<file path="src/rtl/cla_pkg.sv">
// rtl/cla_pkg.sv - shared constants, types and helpers for the pipelined CLA adder
package cla_pkg;

    localparam logic MODE_ADD = 1'b0;
    localparam logic MODE_SUB = 1'b1;

    // Width of one carry-lookahead group (one cla4 instance)
    localparam int GROUP_W = 4;

    // Group propagate/generate pair
    typedef struct packed {
        logic p;
        logic g;
    } pg_t;

    // Merge a more-significant group (hi) with a less-significant span (lo)
    function automatic pg_t pg_combine(input pg_t hi, input pg_t lo);
        pg_t r;
        r.p = hi.p & lo.p;
        r.g = hi.g | (hi.p & lo.g);
        return r;
    endfunction

    // Each stage must hold a whole number of 4-bit groups
    function automatic bit geometry_ok(input int width, input int stages);
        return (stages > 0) && (width > 0) && ((width % (GROUP_W * stages)) == 0);
    endfunction

endpackage

</file>
<file path="src/rtl/cla4.sv">
// rtl/cla4.sv - 4-bit combinational carry-lookahead group with group P/G
module cla4
    import cla_pkg::*;
(
    input  logic [GROUP_W-1:0] a,
    input  logic [GROUP_W-1:0] b,
    input  logic               ci,
    output logic [GROUP_W-1:0] sum,
    output logic               p,
    output logic               g
);

    logic [GROUP_W-1:0] pi;
    logic [GROUP_W-1:0] gi;
    logic [GROUP_W-1:0] c;

    assign pi = a ^ b;
    assign gi = a & b;

    // Every internal carry is a flat two-level expression of the bit P/G and ci
    assign c[0] = ci;
    assign c[1] = gi[0] | (pi[0] & ci);
    assign c[2] = gi[1] | (pi[1] & gi[0]) | (pi[1] & pi[0] & ci);
    assign c[3] = gi[2] | (pi[2] & gi[1]) | (pi[2] & pi[1] & gi[0])
                | (pi[2] & pi[1] & pi[0] & ci);

    assign sum = pi ^ c;
    assign p   = &pi;
    assign g   = gi[3] | (pi[3] & gi[2]) | (pi[3] & pi[2] & gi[1])
               | (pi[3] & pi[2] & pi[1] & gi[0]);

endmodule

</file>
<file path="src/rtl/pipelined_cla_adder.sv">
// rtl/pipelined_cla_adder.sv - STAGES-deep pipelined CLA adder/subtractor with valid/ready flow control
module pipelined_cla_adder
    import cla_pkg::*;
#(
    parameter int WIDTH  = 16,
    parameter int STAGES = 4
) (
    input  logic             clk,
    input  logic             rst_n,
    input  logic             in_valid,
    output logic             in_ready,
    input  logic [WIDTH-1:0] a,
    input  logic [WIDTH-1:0] b,
    input  logic             ci,
    input  logic             sub,
    output logic             out_valid,
    input  logic             out_ready,
    output logic [WIDTH-1:0] sum,
    output logic             cout,
    output logic             ovf
);

    localparam int SW = WIDTH / STAGES;
    localparam int NG = SW / GROUP_W;

    if (!geometry_ok(WIDTH, STAGES)) begin : g_bad_geometry
        $error("pipelined_cla_adder: WIDTH must be a multiple of 4*STAGES");
    end

    // Subtraction is a + ~b + !ci; everything downstream only sees the inverted form
    logic [WIDTH-1:0] b_eff;
    logic             cin_eff;

    assign b_eff   = (sub == MODE_SUB) ? ~b : b;
    assign cin_eff = (sub == MODE_SUB) ? ~ci : ci;

    // Per-stage occupancy and flow control
    logic [STAGES-1:0] v_q;
    logic [STAGES-1:0] vin;
    logic [STAGES-1:0] adv;
    logic [STAGES-1:0] ld;

    for (genvar k = 0; k < STAGES; k++) begin : g_flow
        if (k == 0) begin : g_first
            assign vin[k] = in_valid;
        end else begin : g_rest
            assign vin[k] = v_q[k-1];
        end
        // A stage can move when any slot from here to the output is empty or the output drains
        assign adv[k] = out_ready | ~(&v_q[STAGES-1:k]);
        assign ld[k]  = adv[k] & vin[k];
    end

    // Valid bits shift forward on advance; a stalled stage keeps its bit
    always_ff @(posedge clk or negedge rst_n) begin
        if (!rst_n) begin
            v_q <= '0;
        end else begin
            for (int k = 0; k < STAGES; k++) begin
                if (adv[k]) begin
                    v_q[k] <= vin[k];
                end
            end
        end
    end

    assign in_ready  = adv[0];
    assign out_valid = v_q[STAGES-1];

    // Slice j is both the bit range [j*SW +: SW] and the stage that computes it
    for (genvar j = 0; j < STAGES; j++) begin : g_slice
        logic [SW-1:0] a_op;
        logic [SW-1:0] b_op;
        logic          c_in;
        logic [SW-1:0] s_comb;
        logic [NG:0]   gc;
        logic [NG-1:0] gp;
        logic [NG-1:0] gg;
        logic          carry_q;

        if (j == 0) begin : g_head
            assign a_op = a[j*SW +: SW];
            assign b_op = b_eff[j*SW +: SW];
            assign c_in = cin_eff;
        end else begin : g_skew
            logic [SW-1:0] a_sk [1:j];
            logic [SW-1:0] b_sk [1:j];

            for (genvar d = 1; d <= j; d++) begin : g_tap
                if (d == 1) begin : g_entry
                    // Operands enter the skew line alongside the beat entering stage 0
                    always_ff @(posedge clk or negedge rst_n) begin
                        if (!rst_n) begin
                            a_sk[d] <= '0;
                            b_sk[d] <= '0;
                        end else if (ld[d-1]) begin
                            a_sk[d] <= a[j*SW +: SW];
                            b_sk[d] <= b_eff[j*SW +: SW];
                        end
                    end
                end else begin : g_follow
                    // Operands move one stage further in lockstep with their beat
                    always_ff @(posedge clk or negedge rst_n) begin
                        if (!rst_n) begin
                            a_sk[d] <= '0;
                            b_sk[d] <= '0;
                        end else if (ld[d-1]) begin
                            a_sk[d] <= a_sk[d-1];
                            b_sk[d] <= b_sk[d-1];
                        end
                    end
                end
            end

            assign a_op = a_sk[j];
            assign b_op = b_sk[j];
            assign c_in = g_slice[j-1].carry_q;
        end

        for (genvar i = 0; i < NG; i++) begin : g_grp
            cla4 u_cla4 (
                .a   (a_op[i*GROUP_W +: GROUP_W]),
                .b   (b_op[i*GROUP_W +: GROUP_W]),
                .ci  (gc[i]),
                .sum (s_comb[i*GROUP_W +: GROUP_W]),
                .p   (gp[i]),
                .g   (gg[i])
            );
        end

        // Group carries from the prefix of group P/G terms, never from lower sums
        always_comb begin
            pg_t acc;
            acc = '{p: 1'b1, g: 1'b0};
            gc  = '0;
            for (int i = 0; i < NG; i++) begin
                gc[i] = acc.g | (acc.p & c_in);
                acc   = pg_combine(pg_t'{p: gp[i], g: gg[i]}, acc);
            end
            gc[NG] = acc.g | (acc.p & c_in);
        end

        // Slice carry-out feeds the next stage; the last one is the adder's cout
        always_ff @(posedge clk or negedge rst_n) begin
            if (!rst_n) begin
                carry_q <= 1'b0;
            end else if (ld[j]) begin
                carry_q <= gc[NG];
            end
        end

        // Result deskew: this slice's sum rides along until the beat leaves the last stage
        logic [SW-1:0] r_sk [j:STAGES-1];

        for (genvar d = j; d < STAGES; d++) begin : g_res
            if (d == j) begin : g_capture
                // Capture the freshly computed slice sum
                always_ff @(posedge clk or negedge rst_n) begin
                    if (!rst_n) begin
                        r_sk[d] <= '0;
                    end else if (ld[d]) begin
                        r_sk[d] <= s_comb;
                    end
                end
            end else begin : g_carry_fwd
                // Carry an earlier slice's sum forward with its beat
                always_ff @(posedge clk or negedge rst_n) begin
                    if (!rst_n) begin
                        r_sk[d] <= '0;
                    end else if (ld[d]) begin
                        r_sk[d] <= r_sk[d-1];
                    end
                end
            end
        end

        assign sum[j*SW +: SW] = r_sk[STAGES-1];

        if (j == STAGES - 1) begin : g_tail
            logic c_msb;
            logic ovf_q;

            // Carry into the MSB recovered from its sum bit and operand bits
            assign c_msb = s_comb[SW-1] ^ a_op[SW-1] ^ b_op[SW-1];

            // Signed overflow: carry into MSB disagrees with carry out of MSB
            always_ff @(posedge clk or negedge rst_n) begin
                if (!rst_n) begin
                    ovf_q <= 1'b0;
                end else if (ld[j]) begin
                    ovf_q <= c_msb ^ gc[NG];
                end
            end

            assign ovf  = ovf_q;
            assign cout = carry_q;
        end
    end

endmodule

</file>
<file path="config.mk">
export PLATFORM = sky130hd
export DESIGN_NAME = pipelined_cla_adder
export DESIGN_NICKNAME = d
export VERILOG_FILES = /design/src/rtl/cla_pkg.sv /design/src/rtl/cla4.sv /design/src/rtl/pipelined_cla_adder.sv
export SDC_FILE = /design/constraint.sdc
export NUM_CORES = 1
export LEC_CHECK = 0
export ABC_AREA = 0
export ABC_CLOCK_PERIOD_IN_PS = 2100
export CORE_MARGIN = 2
export CORE_UTILIZATION = 57
export CTS_BUF_LIST = sky130_fd_sc_hd__clkbuf_8
export CTS_CLUSTER_SIZE = 8
export DETAILED_ROUTE_END_ITERATION = 12
export GPL_TIMING_DRIVEN = 1
export PLACE_DENSITY_LB_ADDON = 0.25
export SLEW_MARGIN = 15
export SYNTH_ARGS = -nofsm -noshare
export SYNTH_HDL_FRONTEND = slang
export SYNTH_SLANG_ARGS = --single-unit
</file>
<file path="constraint.sdc">
create_clock -name clk -period 2.1 [get_ports clk]
set_clock_uncertainty 0.15 [all_clocks]
set_input_delay 0.21 -clock clk [delete_from_list [all_inputs] [get_ports clk]]
set_output_delay 0.21 -clock clk [all_outputs]
set_load 0.02 [all_outputs]
</file>
==> results of run 1 <==
layout make-up:
cell class,count,area share
clock buffer,12,0.03146
multi-input combinational,209,0.3353
tap,102,0.02431
clock inverter,4,0.005243
sequential,97,0.4623
inverter,10,0.007150
timing repair buffer,70,0.1342
stage by stage:
step,util,TNS (ns),hold slack [ns],power (µW)
after floorplan,-,0,-0.2356,4601
after global routing,0.6901,0,0.1850,6838
after detailed placement,0.6617,-0.3272,0.01351,5298
final,0.6901,0,0.1675,6369
after global placement,0.6617,-0.04654,0.005794,5150
after CTS,0.6882,0,0.1696,6412
state kept, by name (all words and copies together) (netlist names):
signal	cells
v_q	4
sum	12
g_slice.carry_q	3
g_slice.r_sk	28
g_slice.a_op	12
cout	1
g_slice.b_op	12
g_slice.g_skew.a_sk	12
ovf	1
g_slice.g_skew.b_sk	12
per-layer routing:
metal,GRT usage,vias up,wire length (µm)
met5,0,-,0
met1,0.2520,1233,3255
li1,-,1265,-
met4,0.07463,0,134
met3,0.03533,9,263
met2,0.2659,58,2998
worst reg2reg max path, cell delays in order (launching register included):
cell	delay, ns
dfrtp_1	0.41
ha_1	0.33
a211oi_2	0.27
o21bai_4	0.13
xnor2_1	0.16
o211a_1	0.22
o31ai_1	0.21
worst max path at each step:
stage	endpoint	slack [ns]	cells past startpoint
after floorplan	g_slice[0].carry_q	0.18	9
after global routing	ovf	0.001	6
after global placement	g_slice[0].carry_q	-0.02	7
final	ovf	0.13	6
after CTS	ovf	0.06	6
after detailed placement	g_slice[0].carry_q	-0.09	7
power by group through the flow:
stage | registers (µW) | clock network, µW | logic (µW)
6_report | 2870 | 1130 | 2370
5_1_grt | 2960 | 1240 | 2640
4_1_cts | 2890 | 1160 | 2370
3_5_place_dp | 2930 | 0 | 2370
3_3_place_gp | 2890 | 0 | 2260
2_1_floorplan | 2870 | 0 | 1730
cells by family after synthesis:
| group | after synthesis | share of synthesized area |
|---|---|---|
| buffers and inverters | 35 | 0.04671 |
| DFF | 97 | 0.5525 |
| adders and majority gates | 20 | 0.06380 |
| muxes | 62 | 0.1589 |
| xor gates and xnor gates | 31 | 0.06181 |
| AOI/OAI and AO/OA | 52 | 0.07120 |
| and+or+nand+nor | 44 | 0.04500 |
cells in the final DEF (no fill, tap or decap), drive strengths merged:
cell type,n
dfrtp,97
mux2,62
clkdlybuf4s50,55
nand2,36
o21ai,32
xnor2,24
ha,16
buf,13
clkbuf,12
inv,11
a21oi,8
xor2,7
nand2b,4
a21o,4
fa,4
o21bai,3
a211oi,3
clkinvlp,2
nand4b,1
or2,1
nand3b,1
o211a,1
nor3,1
o31ai,1
clkinv,1
dlygate4sd3,1
dlygate4sd2,1
repair_timing:
action	4_1_cts	5_1_grt
setup buffers	0	2
pin swaps	0	1
hold buffers	1	0
hold endpoints to repair	28	0
gates resized for setup	1	0
endpoints found under the setup margin	1	1
==> metrics, run 1 <==
first-pass GRT wire length 11750 µm; placed cell areas 0.005034 mm²; Final Hold Viols 0; sequential area share after synthesis 0.5525; CTS H-tree depth 3; Port-buffer cells 57; RSZ-0062 raised after global routing no; largest net degree at the start of global routing 70; Die ar. 0.008425 mm²; area grow syn2layout 19.51%; sw power 2038 µW; Starting Density 0.5775; Tot GR Track Use 0.1764; CP endpoint kind flip-flop; Main synth FF type dfrtp_1; CP max-delay cell dfrtp_1; worst path required time 2.20 ns; Clk pwr share 0.177; drt first pass iters 4; CTS Sinks 97; number of global-route vias before repair 2510; Post-synth ARST share 1.000; period utilisation layout 0.9373; Max Fclk 0.5080 GHz; Post-Layout Cell Count 504; Post-Syn Instances 341; initial antenna violation count 0; Die Width 91.79 µm; clk buf depth 2; Worst-Margin Slew 0.3906 ns; WP data arrival 2.07 ns; Clock transition at path regs 0.09 ns; area share of the largest cell type after synthesis 0.5525; final instance area 0.005250 mm²; post-route minimum period 1.968 ns; hold crit path type in -> async; layout cell share with drive strength beyond 1 0.2363; core area 0.007607 mm²; number of flops mapped to enable cells by yosys 0; cell taking the most area after synthesis dfrtp_1; worst reg-to-reg path cell count 6; Post-Route WL 6652 µm; cell area power density 1213 mW/mm²; Num CTS Buffers 9; via count 2565; family with the most delay on the worst path compound AO/OA/AOI/OAI gates; switch share 0.3199; pre-CTS setup slack -0.09310 ns; synthesized flop and latch total 97; Mapped Nets 399; # fillers 563; syn_area_per_cell 12.88 µm²; Synth Warn # 0; # placed instances 485; Max FO, Critical Path 5; Die Y 91.79 µm; clock root buffer clkbuf_8; Routed WL per cell 13.20 µm; worst r2r src g_slice[3].a_op[0]; GRT overflow 0; crit path kind reg -> reg; DPL Wire Length 4940 µm; ANT cells 0; area of the multi-input gates 0.001760 mm²; CP Launch Type flip-flop; residual DRC count 0; Mapped Area 0.004393 mm²; Peak VDD IR 0.4275 mV; Largest stage delay, worst path 0.41 ns; CTS tree built; post-synthesis cell type count 30; Final Max Slew Viols 0; Area contributors post-synth dfrtp_1, mux2_2, xnor2_1; crit path launch g_slice[3].a_op[0]; Clock Latency Late Sink 0.35 ns; via density per instance 5.089; FP Rows 32; internal power 4331 µW; Worst R2R Setup Slack 0.13 ns; final setup margin 0.1316 ns; Sequential Area 0.002427 mm²; Nets 455; LEAKAGE 0.002317 µW; Worst R2R End ovf; initial DRC count 61; Post-synth top cells dfrtp_1, mux2_2, nand2_1; crit-path cells ha_1, a211oi_2, o21bai_4, xnor2_1, o211a_1, o31ai_1; # IOs 58; combinational group share of total power 0.372; gpl congestion 0.7250; Seq pwr share 0.451; Final setup viols 0; status finished clean; Buf+Inv Stages, Crit Path 0; max_cap viols 0; Final ANT Viol Nets 0; Slew headroom 0.7396; cell with the most instances after synthesis dfrtp_1
Note: power is estimated with default switching activity, not from simulation.
==> run 2, diff against run 1 <==
- RECOVER_POWER: default -> 25
- REMOVE_ABC_BUFFERS: default -> 1
==> metrics, run 2 (synthesized netlist as in run 1, its figures left out) <==
Die Width 91.79 µm (unchanged); Die Y 91.79 µm (unchanged); crit path kind reg -> reg; Starting Density 0.5775 (unchanged); Design Power 6522 µW (+2.4%); residual DRC count 0 (unchanged); via density per instance 5.128 (+0.76%); max_cap viols 0 (unchanged); clock root buffer clkbuf_8; Peak VDD IR 0.5514 mV (+29%); Slew headroom 0.3710 (-0.3686); area grow syn2layout 21.16%; via count 2600 (+1.4%); initial antenna violation count 0 (unchanged); Clock transition at path regs 0.09 ns (about the same); layout cell share with drive strength beyond 1 0.2420 (+0.005657); CTS tree built; drt first pass iters 4 (unchanged); period utilisation layout 0.9479 (+0.01057); # IOs 58 (unchanged); cell area power density 1225 mW/mm² (+1.0%); CP endpoint kind flip-flop; first-pass GRT wire length 12540 µm (+6.7%); CTS H-tree depth 3 (unchanged); CP Launch Type flip-flop; Port-buffer cells 57 (unchanged); max reg flops 28 (unchanged); # placed instances 490 (+1.0%); Clock Latency Late Sink 0.36 ns (about the same); Worst-Margin Slew 0.9435 ns (+0.5529 ns); LEAKAGE 0.002351 µW (+1.5%); Max Fclk 0.5024 GHz (-1.1%); Final Max Slew Viols 0 (unchanged); core area 0.007607 mm² (unchanged); Tot GR Track Use 0.1925 (+0.01613); number of global-route vias before repair 2691 (+7.2%); RSZ-0062 raised after global routing no; Largest Register g_slice.r_sk; worst path required time 2.21 ns (about the same); gpl congestion 0.7984 (+10%); GRT overflow 0 (unchanged); Post-Route WL 7223 µm (+8.6%); FP Rows 32 (unchanged); WP data arrival 2.10 ns (+0.03 ns); Die ar. 0.008425 mm² (unchanged); Final setup viols 0 (unchanged); initial DRC count 92 (+51%); ANT cells 0 (unchanged); Final Hold Viols 0 (unchanged); commonest non-fill, non-tap cells in the layout dfrtp_1, mux2_2, clkdlybuf4s50_1, nand2_1, o21ai_0; DPL Wire Length 5224 µm (+5.8%); status finished clean; setup TNS 0 ns (unchanged); most common cell after layout, fill and taps aside dfrtp_1; CTS Sinks 97 (unchanged); Routed WL per cell 14.25 µm (+7.9%); hold crit path type in -> reg; clk buf depth 2 (unchanged); Worst R2R Setup Slack 0.11 ns (-0.02 ns); Max FO, Critical Path 5 (unchanged); Final ANT Viol Nets 0 (unchanged); Num CTS Buffers 9 (unchanged); largest net degree at the start of global routing 40 (-43%); Post-Layout Cell Count 507 (+0.60%); Nets 458 (+0.66%); post-route minimum period 1.991 ns (+0.02219 ns)
[run 2: metrics by stage]
step | util | hold slack, ns | setup slack (ns) | area, µm²
6_report | 0.6997 | 0.3101 | 0.1094 | 5323
5_1_grt | 0.6997 | 0.3098 | 0.02548 | 5323
2_1_floorplan | - | -0.2356 | 0.1879 | 4225
3_3_place_gp | 0.6715 | 0.05775 | -0.008446 | 5109
4_1_cts | 0.7016 | 0.2214 | 0.05794 | 5338
3_5_place_dp | 0.6715 | 0.06369 | -0.09106 | 5109
[run 2: layer usage]
metal	vias to the layer above	GRT usage	part of all wire
met2	41	0.3290	0.51
met1	1283	0.2430	0.44
met3	10	0.03533	0.030
li1	1266	-	-
met4	0	0.07836	0.018
met5	-	0	0
[run 2: final cells by class]
type,instances,area (µm²)
clock buffers,9,123.9
clock inverters,7,96.34
fillers,559,2285
inverters,10,37.54
multi-input cells,209,1760
flip-flops and latches,97,2427
well taps,102,127.6
repair buffers,73,749.5
[run 2: worst paths after layout]
check                                    from                        end  cells after the start
setup / recovery           g_slice[3].a_op[0]                        ovf                      6
hold / removal                          a[13]  g_slice[3].g_skew.a_sk[9]                      2
setup reg to reg           g_slice[3].a_op[0]                        ovf                      6
hold reg to reg                        v_q[0]                     v_q[1]                      2
max in group asynchronous               rst_n         g_slice[2].r_sk[7]                      3
min in group asynchronous               rst_n                     v_q[2]                      2
[run 2: worst max-delay path, stage by stage, from the launching register on]
cell and delay, ns:
dfrtp_1 0.43, ha_1 0.34, a211oi_2 0.26, o21bai_4 0.13
xnor2_1 0.16, o211a_1 0.21, o31ai_1 0.22
[run 2: power breakdown]
part / total, µW / leakage [µW] / internal (µW) / switching [µW]
registers: 2870 / 0.00116 / 2510 / 363
clock network: 1290 / 0.000107 / 670 / 620
logic: 2360 / 0.00108 / 1290 / 1070
total: 6520 / 0.00235 / 4470 / 2050
[run 2: timing repair]
action,in CTS,in global routing
buffers inserted,0,0
pin swaps,0,1
hold endpoints to repair,36,0
resized for setup,1,0
hold buffers,1,0
setup endpoints to repair,1,1
gates cloned,0,0
==> run 3, diff against run 2 <==
- ABC_CLOCK_PERIOD_IN_PS: 2100 -> 1600
- CORE_UTILIZATION: 57 -> 51
- SETUP_SLACK_MARGIN: default -> 0.02
- TNS_END_PERCENT: default -> 10
- clock period: 2.1 -> 1.6 ns (I/O delays scaled with it)
==> metrics, run 3 (synthesized netlist as in run 1, its figures left out) <==
status finished with violations; failing checks negative setup slack; layout cell share with drive strength beyond 1 0.3240 (+0.08203); family with the most delay on the worst path compound AO/OA/AOI/OAI gates; CP endpoint kind flip-flop; ANT cells 0 (unchanged); commonest non-fill, non-tap cells in the layout dfrtp_1, mux2_2, clkdlybuf4s50_1, nand2_1, buf_4; most common cell after layout, fill and taps aside dfrtp_1; Largest stage delay, worst path 0.42 ns (about the same); via count 2699 (+3.8%); CTS H-tree depth 3 (unchanged); # placed instances 512 (+4.5%); Final setup viols 26 (+26); combinational group share of total power 0.398 (+0.036); CP Launch Type flip-flop; Starting Density 0.5293 (-0.04814); Final Max Slew Viols 0 (unchanged); via density per instance 5.054 (-1.4%); clock root buffer clkbuf_8; worst path required time 1.72 ns (-0.49 ns); Nets 482 (+5.2%); Worst-Margin Slew 0.7366 ns (-0.2069 ns); final instance area 0.005655 mm² (+6.3%); initial DRC count 67 (-27%); crit path kind reg -> reg; Final Hold Viols 0 (unchanged); LEAKAGE 0.002599 µW (+11%); Tot GR Track Use 0.1807 (-0.01185); CP max-delay cell dfrtp_1; crit-path cells ha_4, a211oi_4, o21bai_4, xnor2_1, o211a_1, o31ai_2; FP Rows 33 (+3.1%); residual DRC count 0 (unchanged); Post-Layout Cell Count 534 (+5.3%); Post-Route WL 7707 µm (+6.7%); Routed WL per cell 14.43 µm (+1.3%); final core occ 0.6814 (-0.01823); Slew headroom 0.5089 (+0.1379); # IOs 58 (unchanged); # fillers 601 (+7.5%); CTS tree built; Num CTS Buffers 9 (unchanged); Seq pwr share 0.409 (-0.031); max_cap viols 0 (unchanged); Peak VDD IR 0.7096 mV (+29%); Clock Latency Late Sink 0.35 ns (about the same); Final ANT Viol Nets 0 (unchanged); max reg flops 28 (unchanged); switch share 0.3152 (+0.0007301); Largest Register g_slice.r_sk; hold crit path type in -> async; post-route minimum period 1.832 ns (-0.1584 ns); drt first pass iters 4 (unchanged); period utilisation layout 1.145 (+0.1972); initial antenna violation count 0 (unchanged); GRT overflow 0 (unchanged); Port-buffer cells 57 (unchanged); Max FO, Critical Path 2 (-3); placed cell areas 0.005280 mm² (+3.4%); CTS Sinks 97 (unchanged); first-pass GRT wire length 13630 µm (+8.8%); Clock transition at path regs 0.09 ns (about the same); Worst R2R Setup Slack -0.23 ns (-0.34 ns); largest net degree at the start of global routing 30 (-25%); Max Fclk 0.5458 GHz (+8.6%); internal power 6268 µW (+40%); Die ar. 0.009372 mm² (+11%); cell area power density 1619 mW/mm² (+32%); final setup margin -0.2321 ns (-0.3416 ns); RSZ-0062 raised after global routing yes; gpl congestion 0.7770 (-2.7%); sw power 2886 µW (+41%); clk buf depth 2 (unchanged); Buf+Inv Stages, Crit Path 0 (unchanged); pre-CTS setup slack -0.6031 ns (-0.5120 ns); Die Y 96.81 µm (+5.5%); setup TNS -1.202 ns (-1.202 ns); core area 0.008299 mm² (+9.1%); Clk pwr share 0.193 (-0.005); Die Width 96.81 µm (+5.5%); DPL Wire Length 5530 µm (+5.9%); WP data arrival 1.96 ns (-0.14 ns); area grow syn2layout 28.74%; number of global-route vias before repair 2888 (+7.3%)
run 3: final cells by class:
class                      count  area [µm²]  area share
timing repair buffer          97       940.9      0.1664
tap                          105       131.4     0.02323
clock inverter                 5       77.57     0.01372
multi-input combinational    209        1889      0.3341
sequential                    97        2427      0.4292
inverter                      10       37.54    0.006637
clock buffer                  11       151.4     0.02677
run 3: per-layer routing:
metal  track usage  wire length [µm]
met5             0                 0
met4       0.04225                58
met3       0.04335               229
met2        0.3232              4139
met1        0.2210              3280
run 3: timing repair:
action                                 CTS  global route
cloned                                   0             0
endpoints found under the hold margin   97             0
gates resized for setup                 47            21
hold buffers                             1             0
setup buffers                            3             2
setup endpoints to repair               53            35
pin swaps                               15             9
run 3: power by group through the flow:
stage / combinational, µW / sequential, µW / clock [µW]
after floorplan: 1830 / 3960 / 0
after global placement: 3270 / 3760 / 0
after detailed placement: 3380 / 3810 / 0
after CTS: 3470 / 3740 / 1820
after global routing: 4010 / 3870 / 1920
final: 3640 / 3750 / 1770
run 3: per-stage QoR:
stage | hold slack, ns | power, µW
after floorplan | -0.2856 | 5789
after global placement | -0.03900 | 7032
after detailed placement | -0.04050 | 7195
after CTS | 0.1238 | 9030
after global routing | 0.2544 | 9795
final | 0.2393 | 9154
run 3: worst paths after layout:
kind / startpoint / end / cells past startpoint
worst max-delay path: g_slice[3].a_op[0] / ovf / 6
worst min-delay path: rst_n / g_slice[0].r_sk[9] / 2
worst max register to register: g_slice[3].a_op[0] / ovf / 6
worst min register to register: g_slice[3].r_sk[1] / g_slice[3].r_sk[1] / 2
max in group asynchronous: rst_n / g_slice[3].r_sk[1] / 3
min in group clk: a[11] / g_slice[2].g_skew.a_sk[7] / 2
